### config.mk
export PLATFORM = sky130hd
export DESIGN_NAME = stl_txn_scheduler
export DESIGN_NICKNAME = d
export VERILOG_FILES = /design/src/rtl/stl_txn_scheduler.sv
export SDC_FILE = /design/constraint.sdc
export NUM_CORES = 1
export LEC_CHECK = 0
export CAP_MARGIN = 20
export CORE_AREA = 3 3 212 214
export DETAILED_ROUTE_END_ITERATION = 8
export DIE_AREA = 0 0 215 217
export GPL_ROUTABILITY_DRIVEN = 0
export GPL_TIMING_DRIVEN = 0
export PLACE_DENSITY = 0.6
export SLEW_MARGIN = 20
export SYNTH_ARGS = -nofsm -noshare
export SYNTH_HDL_FRONTEND = slang
export SYNTH_SLANG_ARGS = --single-unit
### constraint.sdc
create_clock -name clk -period 3.4 [get_ports clk]
set_input_delay 0.85 -clock clk [delete_from_list [all_inputs] [get_ports clk]]
set_output_delay 0.85 -clock clk [all_outputs]
set_load 0.05 [all_outputs]
### src/rtl/stl_txn_scheduler.sv
// Flow controller between the STL UART client packet streams and the UART<->TileLink bridges.
// Tracks in-flight source IDs, caps outstanding requests and injects error responses on timeout.
module stl_txn_scheduler #(
    parameter int unsigned MAX_OUTSTANDING = 4,
    parameter int unsigned TIMEOUT_CYCLES  = 1000000,
    parameter int unsigned SRC_LSB         = 16,
    parameter int unsigned CHAN_LSB        = 0
) (
    input  logic         clk,
    input  logic         reset_n,
    input  logic         enable,
    input  logic         req_in_valid,
    output logic         req_in_ready,
    input  logic [127:0] req_in_data,
    output logic         req_out_valid,
    input  logic         req_out_ready,
    output logic [127:0] req_out_data,
    input  logic         rsp_in_valid,
    output logic         rsp_in_ready,
    input  logic [127:0] rsp_in_data,
    output logic         rsp_out_valid,
    input  logic         rsp_out_ready,
    output logic [127:0] rsp_out_data,
    output logic [3:0]   outstanding_count,
    output logic         timeout_pulse,
    output logic [7:0]   timeout_count,
    output logic [7:0]   unexpected_count
);

    localparam int unsigned AGE_W = $clog2(TIMEOUT_CYCLES);
    localparam logic [AGE_W-1:0] AGE_LAST = AGE_W'(TIMEOUT_CYCLES - 1);
    localparam logic [3:0] MAX_CNT = 4'(MAX_OUTSTANDING);

    typedef enum logic [0:0] {StFwd, StInj} rsp_state_e;

    logic [MAX_OUTSTANDING-1:0] valid_q, valid_d;
    logic [MAX_OUTSTANDING-1:0] expired_q, expired_d;
    logic [7:0]                 src_q [MAX_OUTSTANDING];
    logic [7:0]                 src_d [MAX_OUTSTANDING];
    logic [AGE_W-1:0]           age_q [MAX_OUTSTANDING];
    logic [AGE_W-1:0]           age_d [MAX_OUTSTANDING];

    rsp_state_e                 state_q, state_d;
    logic [MAX_OUTSTANDING-1:0] lock_oh_q, lock_oh_d;
    logic [7:0]                 lock_src_q, lock_src_d;

    logic [3:0] count_q, count_d;
    logic [7:0] tmo_cnt_q, tmo_cnt_d;
    logic [7:0] unexp_cnt_q, unexp_cnt_d;
    logic       pulse_q, pulse_d;
    // Holds every handshake off while reset is asserted and for the first edge after release.
    logic       run_q;

    logic [7:0]                 req_src, rsp_src;
    logic                       dup, admit, req_hs, rsp_hs, inj_done;
    logic [MAX_OUTSTANDING-1:0] alloc_oh, match_oh, exp_oh, free_oh;
    logic [7:0]                 exp_src;
    logic [127:0]               synth_pkt;

    assign req_src = req_in_data[SRC_LSB +: 8];
    assign rsp_src = rsp_in_data[SRC_LSB +: 8];

    // Table lookups: duplicate source, lowest free slot, response match, lowest expired slot.
    always_comb begin
        dup      = 1'b0;
        alloc_oh = '0;
        match_oh = '0;
        exp_oh   = '0;
        exp_src  = '0;
        for (int i = 0; i < MAX_OUTSTANDING; i++) begin
            if (valid_q[i] && src_q[i] == req_src) dup = 1'b1;
            if (valid_q[i] && src_q[i] == rsp_src) match_oh[i] = 1'b1;
        end
        for (int i = MAX_OUTSTANDING - 1; i >= 0; i--) begin
            if (!valid_q[i]) alloc_oh = '0;
            if (!valid_q[i]) alloc_oh[i] = 1'b1;
            if (valid_q[i] && expired_q[i]) begin
                exp_oh     = '0;
                exp_oh[i]  = 1'b1;
                exp_src    = src_q[i];
            end
        end
    end

    assign admit         = run_q & enable & (count_q < MAX_CNT) & ~dup;
    assign req_out_valid = req_in_valid & admit;
    assign req_in_ready  = req_out_ready & admit;
    assign req_out_data  = req_in_data;
    assign req_hs        = req_in_valid & req_out_ready & admit;

    always_comb begin
        synth_pkt                   = '0;
        synth_pkt[CHAN_LSB +: 3]    = 3'b111;
        synth_pkt[SRC_LSB +: 8]     = lock_src_q;
    end

    // Response FSM: real responses win; injection only starts on an idle input cycle.
    always_comb begin
        state_d       = state_q;
        lock_oh_d     = lock_oh_q;
        lock_src_d    = lock_src_q;
        rsp_out_valid = 1'b0;
        rsp_out_data  = rsp_in_data;
        rsp_in_ready  = 1'b0;
        rsp_hs        = 1'b0;
        free_oh       = '0;
        inj_done      = 1'b0;
        unique case (state_q)
            StFwd: begin
                if (run_q) begin
                    if (rsp_in_valid) begin
                        rsp_out_valid = 1'b1;
                        rsp_in_ready  = rsp_out_ready;
                        rsp_hs        = rsp_out_ready;
                        if (rsp_out_ready) free_oh = match_oh;
                    end else if (|exp_oh) begin
                        state_d    = StInj;
                        lock_oh_d  = exp_oh;
                        lock_src_d = exp_src;
                    end
                end
            end
            StInj: begin
                rsp_out_valid = 1'b1;
                rsp_out_data  = synth_pkt;
                if (rsp_out_ready) begin
                    free_oh  = lock_oh_q;
                    inj_done = 1'b1;
                    state_d  = StFwd;
                end
            end
            default: state_d = StFwd;
        endcase
    end

    // Tracker next state; a free overrides a same-edge expiry.
    always_comb begin
        valid_d   = valid_q;
        expired_d = expired_q;
        for (int i = 0; i < MAX_OUTSTANDING; i++) begin
            src_d[i] = src_q[i];
            age_d[i] = age_q[i];
            if (valid_q[i] && !expired_q[i]) begin
                if (age_q[i] == AGE_LAST) expired_d[i] = 1'b1;
                else                      age_d[i] = age_q[i] + AGE_W'(1);
            end
            if (free_oh[i]) begin
                valid_d[i]   = 1'b0;
                expired_d[i] = 1'b0;
                age_d[i]     = '0;
            end
            if (req_hs && alloc_oh[i]) begin
                valid_d[i]   = 1'b1;
                expired_d[i] = 1'b0;
                src_d[i]     = req_src;
                age_d[i]     = '0;
            end
        end
    end

    always_comb begin
        count_d = count_q;
        if (req_hs && !(|free_oh))      count_d = count_q + 4'd1;
        else if (!req_hs && (|free_oh)) count_d = count_q - 4'd1;

        unexp_cnt_d = unexp_cnt_q;
        if (rsp_hs && !(|match_oh) && unexp_cnt_q != 8'hFF) unexp_cnt_d = unexp_cnt_q + 8'd1;

        tmo_cnt_d = tmo_cnt_q;
        if (inj_done && tmo_cnt_q != 8'hFF) tmo_cnt_d = tmo_cnt_q + 8'd1;

        pulse_d = inj_done;
    end

    always_ff @(posedge clk or negedge reset_n) begin
        if (!reset_n) begin
            valid_q     <= '0;
            expired_q   <= '0;
            for (int i = 0; i < MAX_OUTSTANDING; i++) begin
                src_q[i] <= '0;
                age_q[i] <= '0;
            end
            state_q     <= StFwd;
            lock_oh_q   <= '0;
            lock_src_q  <= '0;
            count_q     <= '0;
            tmo_cnt_q   <= '0;
            unexp_cnt_q <= '0;
            pulse_q     <= 1'b0;
            run_q       <= 1'b0;
        end else begin
            valid_q     <= valid_d;
            expired_q   <= expired_d;
            for (int i = 0; i < MAX_OUTSTANDING; i++) begin
                src_q[i] <= src_d[i];
                age_q[i] <= age_d[i];
            end
            state_q     <= state_d;
            lock_oh_q   <= lock_oh_d;
            lock_src_q  <= lock_src_d;
            count_q     <= count_d;
            tmo_cnt_q   <= tmo_cnt_d;
            unexp_cnt_q <= unexp_cnt_d;
            pulse_q     <= pulse_d;
            run_q       <= 1'b1;
        end
    end

    assign outstanding_count = count_q;
    assign timeout_pulse     = pulse_q;
    assign timeout_count     = tmo_cnt_q;
    assign unexpected_count  = unexp_cnt_q;

endmodule

==> metrics.md, run 1 <==
| Metric | Value |
|---|---|
| Status | finished, final reports clean |
| # diodes | 0 |
| IO Count | 544 |
| Grt total ovfl | 0 |
| First-pass GRT wire length | 52900 µm |
| 1st-pass router iterations | 6 |
| Max frequency | 298 MHz |
| Internal | 5.67 mW |
| Sequential share of the synthesized area | 0.385 |
| Max IR drop VDD | 431 µV |
| Core area | 43100 µm² |
| Tmin final | 3350 ps |
| Clock network fraction of total power | 0.174 |
| Clk root buf | clkbuf_16 |
| Post-synthesis compound-gate area fraction | 0.0434 |
| Share of cells above drive strength 1 | 0.178 |
| Post-synthesis mux area share | 0.0533 |
| Max-Cap Viols | 0 |
| Final #Nets | 1785 |
| Vias | 9115 |
| RSZ-0062 raised after global routing | true |
| Initial Util | 0.234 |
| Fin crit share | 0.986 |
| Largest net degree at the start of global routing | 90 |
| Worst rel slew slack | 0.400 |
| Crit. Startpoint | state_q$_DFF_PN0_ |
| Synth Area per Inst | 9.33 µm² |
| Hold-fix buffer count after cts | 0 |
| DRT antenna net count | 0 |
| Num CTS Buffers | 17 |
| Final setup violation count | 0 |
| Largest family of logic cells by synthesized area | simple AND/OR/NAND/NOR gates |
| Final Cell Area | 15700 µm² |
| Die Ht | 217 µm |
| Post-Synthesis Cells | 1079 |
| Xor/xnor share of the synthesized area | 0.137 |
| Yosys warns | 0 |
| WL per Instance | 16.7 µm |
| Synth Net Count | 1352 |
| Initial drt markers | 488 |
| Final HPWL DP | 28100 µm |
| Synth cell types | 52 |
| Vias in the first global route | 9107 |
| CP endpoint kind | output port |
| CTS H-tree lvls | 4 |
| Power Dens Cells | 701 nW/µm² |
| Die Wd | 215 µm |
| Sw Ratio | 0.484 |
| Number of flops mapped to enable cells by yosys | 0 |
| Final Skew | 18.4 ps |
| LEAKAGE | 6.74 nW |
| Post-synthesis adder-cell area fraction | 0.0132 |
| Most common flop cell mapped by yosys | dfrtp_1 |
| Die Area | 46700 µm² |
| Async S/R FF share, synth | 1.00 |
| GR Util All Layers | 0.143 |
| CTS Sinks | 155 |
| TritonCTS clock tree | yes |
| CP arrival | 2500 ps |
| Area grow syn2layout | 55.8% |
| Vias/cell | 4.32 |
| Crit-path max FO | 10 |
| Final Hold Fails | 0 |
| Startpoint Class | flip-flop |
| Reg power frac | 0.285 |
| Slew @ Worst Pin | 892 ps |
| Clock transition at path regs | 70 ps |
| PortBufs | 407 |
| Total negative slack | 0 ps |
| Setup CP Type | flip-flop to output port |
| Site Rows | 76 |
| Register-to-register setup slack | 210 ps |
| Register bit total from synthesis | 155 |
| Sw power | 5.33 mW |
| Combinational share of power | 0.540 |
| Antenna violations before repair | 6 |
| Clk_lat worst skew | 430 ps |
| CP Data Required Time | 2550 ps |
| Fillers | 4382 |
| FF-to-FF Start | valid_q[0]$_DFFE_PN0N_ |
| Post-Syn Area | 10100 µm² |
| Synth Area in Simple Gates | 0.245 |
| Maximum clock path buffer count | 2 |
| Residual DRC | 0 |
| Max Slew Vio Count | 0 |
| Placed cell areas | 14900 µm² |
| Hold WC Path Type | primary input to asynchronous set/reset pin |
| WL final | 35300 µm |
==> registers in the layout, summed over array words and instances (netlist names) <==
register           count
age_q                 80
expired_q              4
lock_oh_q              4
lock_src_q             8
outstanding_count      4
run_q                  1
src_q                 32
state_q                1
timeout_count          8
timeout_pulse          1
unexpected_count       8
valid_q                4
==> stage by stage <==
step / hold slack, ps / worst slack, ps / power, mW / util / instances
after floorplan: 444 / 21.6 / 7.05 / - / 1079
after global placement: 465 / -5110 / 9.06 / 0.345 / 2071
after detailed placement: 467 / -1190 / 9.10 / 0.346 / 2072
after CTS: 378 / 1.73 / 11.1 / 0.361 / 2106
after global routing: 397 / -109 / 11.6 / 0.364 / 2110
final: 356 / 49.0 / 11.0 / 0.364 / 2110
==> critical path: stages, from the launching register on <==
cell           delay, ps
dfrtp_1              450
clkbuf_2             280
clkbuf_2             280
nor2b_2              440
dlygate4sd2_1        600
==> what timing repair did <==
item	4_1_cts	5_1_grt
setup buffers	3	4
pin swaps	3	3
gates resized for setup	65	52
endpoints found under the setup margin	124	64
==> cell usage after synthesis (all sizes together), types with 3 or more instances <==
cell    count  share of area
a21boi     10         0.0075
a21oi       6         0.0037
a222oi      8         0.0080
a22oi       3         0.0022
and2        5         0.0031
and3       25          0.016
and4        6         0.0052
buf       143           0.10
clkbuf     41          0.015
dfrtp     155           0.39
ha          9          0.011
inv         8         0.0030
mux2       45          0.050
mux2i       3         0.0030
nand2      70          0.026
nand2b      3         0.0019
nand3      39          0.019
nand3b      3         0.0022
nand4      30          0.019
nor2       77          0.029
nor2b     120          0.075
nor3       45          0.022
nor4       11         0.0098
nor4b       4         0.0041
o21ai      17         0.0084
o31a        3         0.0026
o31ai       4         0.0035
or2         5         0.0031
or3         3         0.0019
or4         3         0.0022
xnor2      81          0.070
xor2       76          0.066
==> cells by family (layout without fill, tap and decap cells) <==
logic type | count (synthesis) | count (layout)
simple gates | 456 | 456
other cells | 1 | 1
buf+inv | 192 | 638
fa+ha+maj | 10 | 10
mux | 48 | 48
xor+xnor | 157 | 157
compound gates | 60 | 60
flops | 155 | 155
==> final timing paths <==
kind	cells after the start	endpoint
worst max-delay path	4	rsp_out_data[60]
worst min-delay path	1	outstanding_count[0]$_DFFE_PN0P_
worst max register to register	13	outstanding_count[3]$_DFFE_PN0P_
worst min register to register	2	lock_src_q[5]$_DFFE_PN0P_
max in group asynchronous	2	lock_oh_q[1]$_DFFE_PN0P_
min in group clk	2	lock_src_q[5]$_DFFE_PN0P_
==> power groups by stage <==
| stage | Clock [mW] | Combinational (mW) | Sequential (mW) |
|---|---|---|---|
| after floorplan | 0 | 3.80 | 3.25 |
| after global placement | 0 | 5.92 | 3.14 |
| after detailed placement | 0 | 5.95 | 3.15 |
| after CTS | 1.96 | 5.97 | 3.14 |
| after global routing | 2.04 | 6.34 | 3.25 |
| final | 1.92 | 5.94 | 3.14 |
==> cell usage in the layout (no fill, tap or decap), types with 40 or more instances in the layout <==
cell type          n
buf_4            143
clkdlybuf4s50_1  351
dfrtp_1          155
mux2_2            43
nand2_1           68
nor2_1            76
nor2b_1          115
nor3_1            40
xnor2_1           81
xor2_1            76
==> layout make-up <==
class	count	area (µm²)	share of cell area
plain buffers	183	1230	0.0782
clock buffers	20	457	0.0291
clock inverters	12	129	0.00821
inverters	8	30.0	0.00191
multi-input cells	732	5050	0.322
flip-flops and latches	155	3880	0.247
well taps	585	732	0.0467
repair buffers	415	4180	0.267
==> metal layers <==
| metal | vias to the layer above | GRT usage | share of wire |
|---|---|---|---|
| li1 | 4350 | - | - |
| met1 | 4368 | 0.201 | 0.46 |
| met2 | 363 | 0.211 | 0.43 |
| met3 | 34 | 0.0514 | 0.090 |
| met4 | 0 | 0.0317 | 0.015 |
| met5 | - | 0 | 0 |
No activity file was read; power rests on OpenSTA's default activity.
==> run 2, diff against run 1 <==
Settings changed: CORE_AREA 3 3 212 214 to 2 2 211 213, DIE_AREA 0 0 215 217 to 0 0 213 215.
==> run 2 against run 1 <==
  * Fmax shrank 0.71%
  * Non-clock buffer count down 7
  * Sequential cell count unchanged
  * Global-route usage grew 1.1 points
  * Register-to-register slack improved by 50 ps
  * Sequential power about the same
  * Critical path depth stayed put
  * Clock power up 3%
  * Total power rose by 0.68%
  * First-iteration DRC count grew 7.2%
  * Critical path type unchanged
  * Largest cell class unchanged
==> metrics.md, run 2 (same netlist as run 1, synthesis figures left out) <==
| Metric | Value |
|---|---|
| Status | finished, final reports clean |
| First-pass GRT wire length | 53500 µm |
| Die Wd | 213 µm |
| Setup CP Type | flip-flop to output port |
| Hold-fix buffer count after cts | 0 |
| Site Rows | 77 |
| Final Skew | 18.5 ps |
| Final #Nets | 1778 |
| Largest Register | age_q |
| Worst rel slew slack | 0.373 |
| Total power | 11.1 mW |
| Dpl ws | -1340 ps |
| Final setup violation count | 0 |
| Grt total ovfl | 0 |
| Vias | 9023 |
| Commonest non-fill, non-tap cells in the layout | clkdlybuf4s50_1, dfrtp_1, buf_4, nor2b_1, xnor2_1 |
| 1st-pass router iterations | 8 |
| Num CTS Buffers | 17 |
| Area grow syn2layout | 56.0% |
| Die Ht | 215 µm |
| Max IR drop VDD | 528 µV |
| Clock transition at path regs | 70 ps |
| LEAKAGE | 7.06 nW |
| Final HPWL DP | 29300 µm |
| Vias/cell | 4.27 |
| CTS Sinks | 155 |
| Cell mode on critical path | clkbuf_2 |
| Final worst setup slack | 25.0 ps |
| WL final | 36800 µm |
| Startpoint Class | flip-flop |
| Max-Cap Viols | 0 |
| Setup bufs post-CTS | 0 |
| Crit-path slowest cell | clkdlybuf4s15_1 |
| Die Area | 45800 µm² |
| Slowest Stage Delay on Critical Path | 570 ps |
| Max reg flops | 80 |
| Max Slew Vio Count | 0 |
| Placed cell areas | 14900 µm² |
| Fin util | 0.360 |
| TritonCTS clock tree | yes |
| Crit-path max FO | 10 |
| Residual DRC | 0 |
| IO Count | 544 |
| DRT antenna net count | 0 |
| Largest net degree at the start of global routing | 96 |
| Slew @ Worst Pin | 932 ps |
| Antenna violations before repair | 12 |
| PortBufs | 407 |
| CP Data Required Time | 2550 ps |
| Initial drt markers | 523 |
| Area taken by multi-input logic gates | 5040 µm² |
| Core area | 43600 µm² |
| Clk root buf | clkbuf_16 |
| Largest registers | age_q (80), src_q (32) |
| WL per Instance | 17.4 µm |
| Final Hold Fails | 0 |
| Maximum clock path buffer count | 2 |
| Power Dens Cells | 705 nW/µm² |
| Initial Util | 0.231 |
| CP endpoint kind | output port |
| CP arrival | 2530 ps |
| CTS H-tree lvls | 4 |
| Vias in the first global route | 8844 |
| Fillers | 4423 |
| GR Util All Layers | 0.154 |
| Most common cell after layout, fill and taps aside | clkdlybuf4s50_1 |
| Clk_lat worst skew | 440 ps |
| Hold WC Path Type | primary input to asynchronous set/reset pin |
| Share of cells above drive strength 1 | 0.175 |
| Register-to-register setup slack | 260 ps |
| Max frequency | 296 MHz |
| Tmin final | 3380 ps |
| Crit-path cells | clkbuf_2 -> clkbuf_2 -> nor2b_2 -> clkdlybuf4s15_1 |
| Final Cell Area | 15700 µm² |
| Register area | 3880 µm² |
| Fin crit share | 0.993 |
| RSZ-0062 raised after global routing | true |
run 2: changes by cell type in the layout (fill, tap and decap cells not counted), sizes merged:
cell,before,now
buf,154,147
dlygate4sd2,28,23
inv,14,16
clkdlybuf4s15,2,7
diode,0,2
clkinv,4,5
dlymetal6s2s,23,57
clkdlybuf4s50,351,314
run 2: path summary, 6_finish.rpt:
check / cells after the start / start / to
max: 4 / state_q$_DFF_PN0_ / rsp_out_data[99]
min: 1 / reset_n / outstanding_count[0]$_DFFE_PN0P_
max reg2reg: 14 / src_q[5]$_DFFE_PN0N_ / outstanding_count[3]$_DFFE_PN0P_
min reg2reg: 2 / lock_src_q[2]$_DFFE_PN0P_ / lock_src_q[2]$_DFFE_PN0P_
max in group asynchronous: 2 / reset_n / src_q[10]$_DFFE_PN0N_
min in group clk: 2 / lock_src_q[2]$_DFFE_PN0P_ / lock_src_q[2]$_DFFE_PN0P_
run 2: critical path: cells and delay by family (launching register included):
family	cells	cell delay (ps)
buffers and inverters	3	1130
DFF	1	480
and+or+nand+nor	1	450
run 2: routing by layer:
layer | GRT usage | vias up | share of wire
met5 | 0 | - | 0
met3 | 0.0545 | 21 | 0.092
li1 | - | 4341 | -
met4 | 0.0329 | 0 | 0.010
met1 | 0.225 | 4313 | 0.48
met2 | 0.216 | 348 | 0.41
run 2: timing repair:
item,4_1_cts,5_1_grt
resized for setup,78,80
pin swaps,1,1
endpoints found under the setup margin,132,87
run 2: cell type report:
cell class,instances,share of cell area
multi-input cells,732,0.321
repair buffers,408,0.267
flip-flops and latches,155,0.247
plain buffers,183,0.0775
well taps,592,0.0471
clock buffers,17,0.0271
clock inverters,15,0.0113
inverters,8,0.00191
diodes,2,0.000319
run 2: metrics by stage:
| step | instances | hold WS [ps] | setup TNS, ps |
|---|---|---|---|
| after global routing | 2110 | 367 | -111 |
| after global placement | 2078 | 466 | -826830 |
| after CTS | 2110 | 371 | 0 |
| after detailed placement | 2079 | 473 | -30600 |
| final | 2112 | 341 | 0 |
| after floorplan | 1079 | 444 | 0 |
run 2: report_power, final:
part	internal, mW	total (mW)	switching [mW]
Sequential	2.45	3.14	0.692
Combinational	2.12	5.95	3.83
Clock	1.06	1.98	0.923
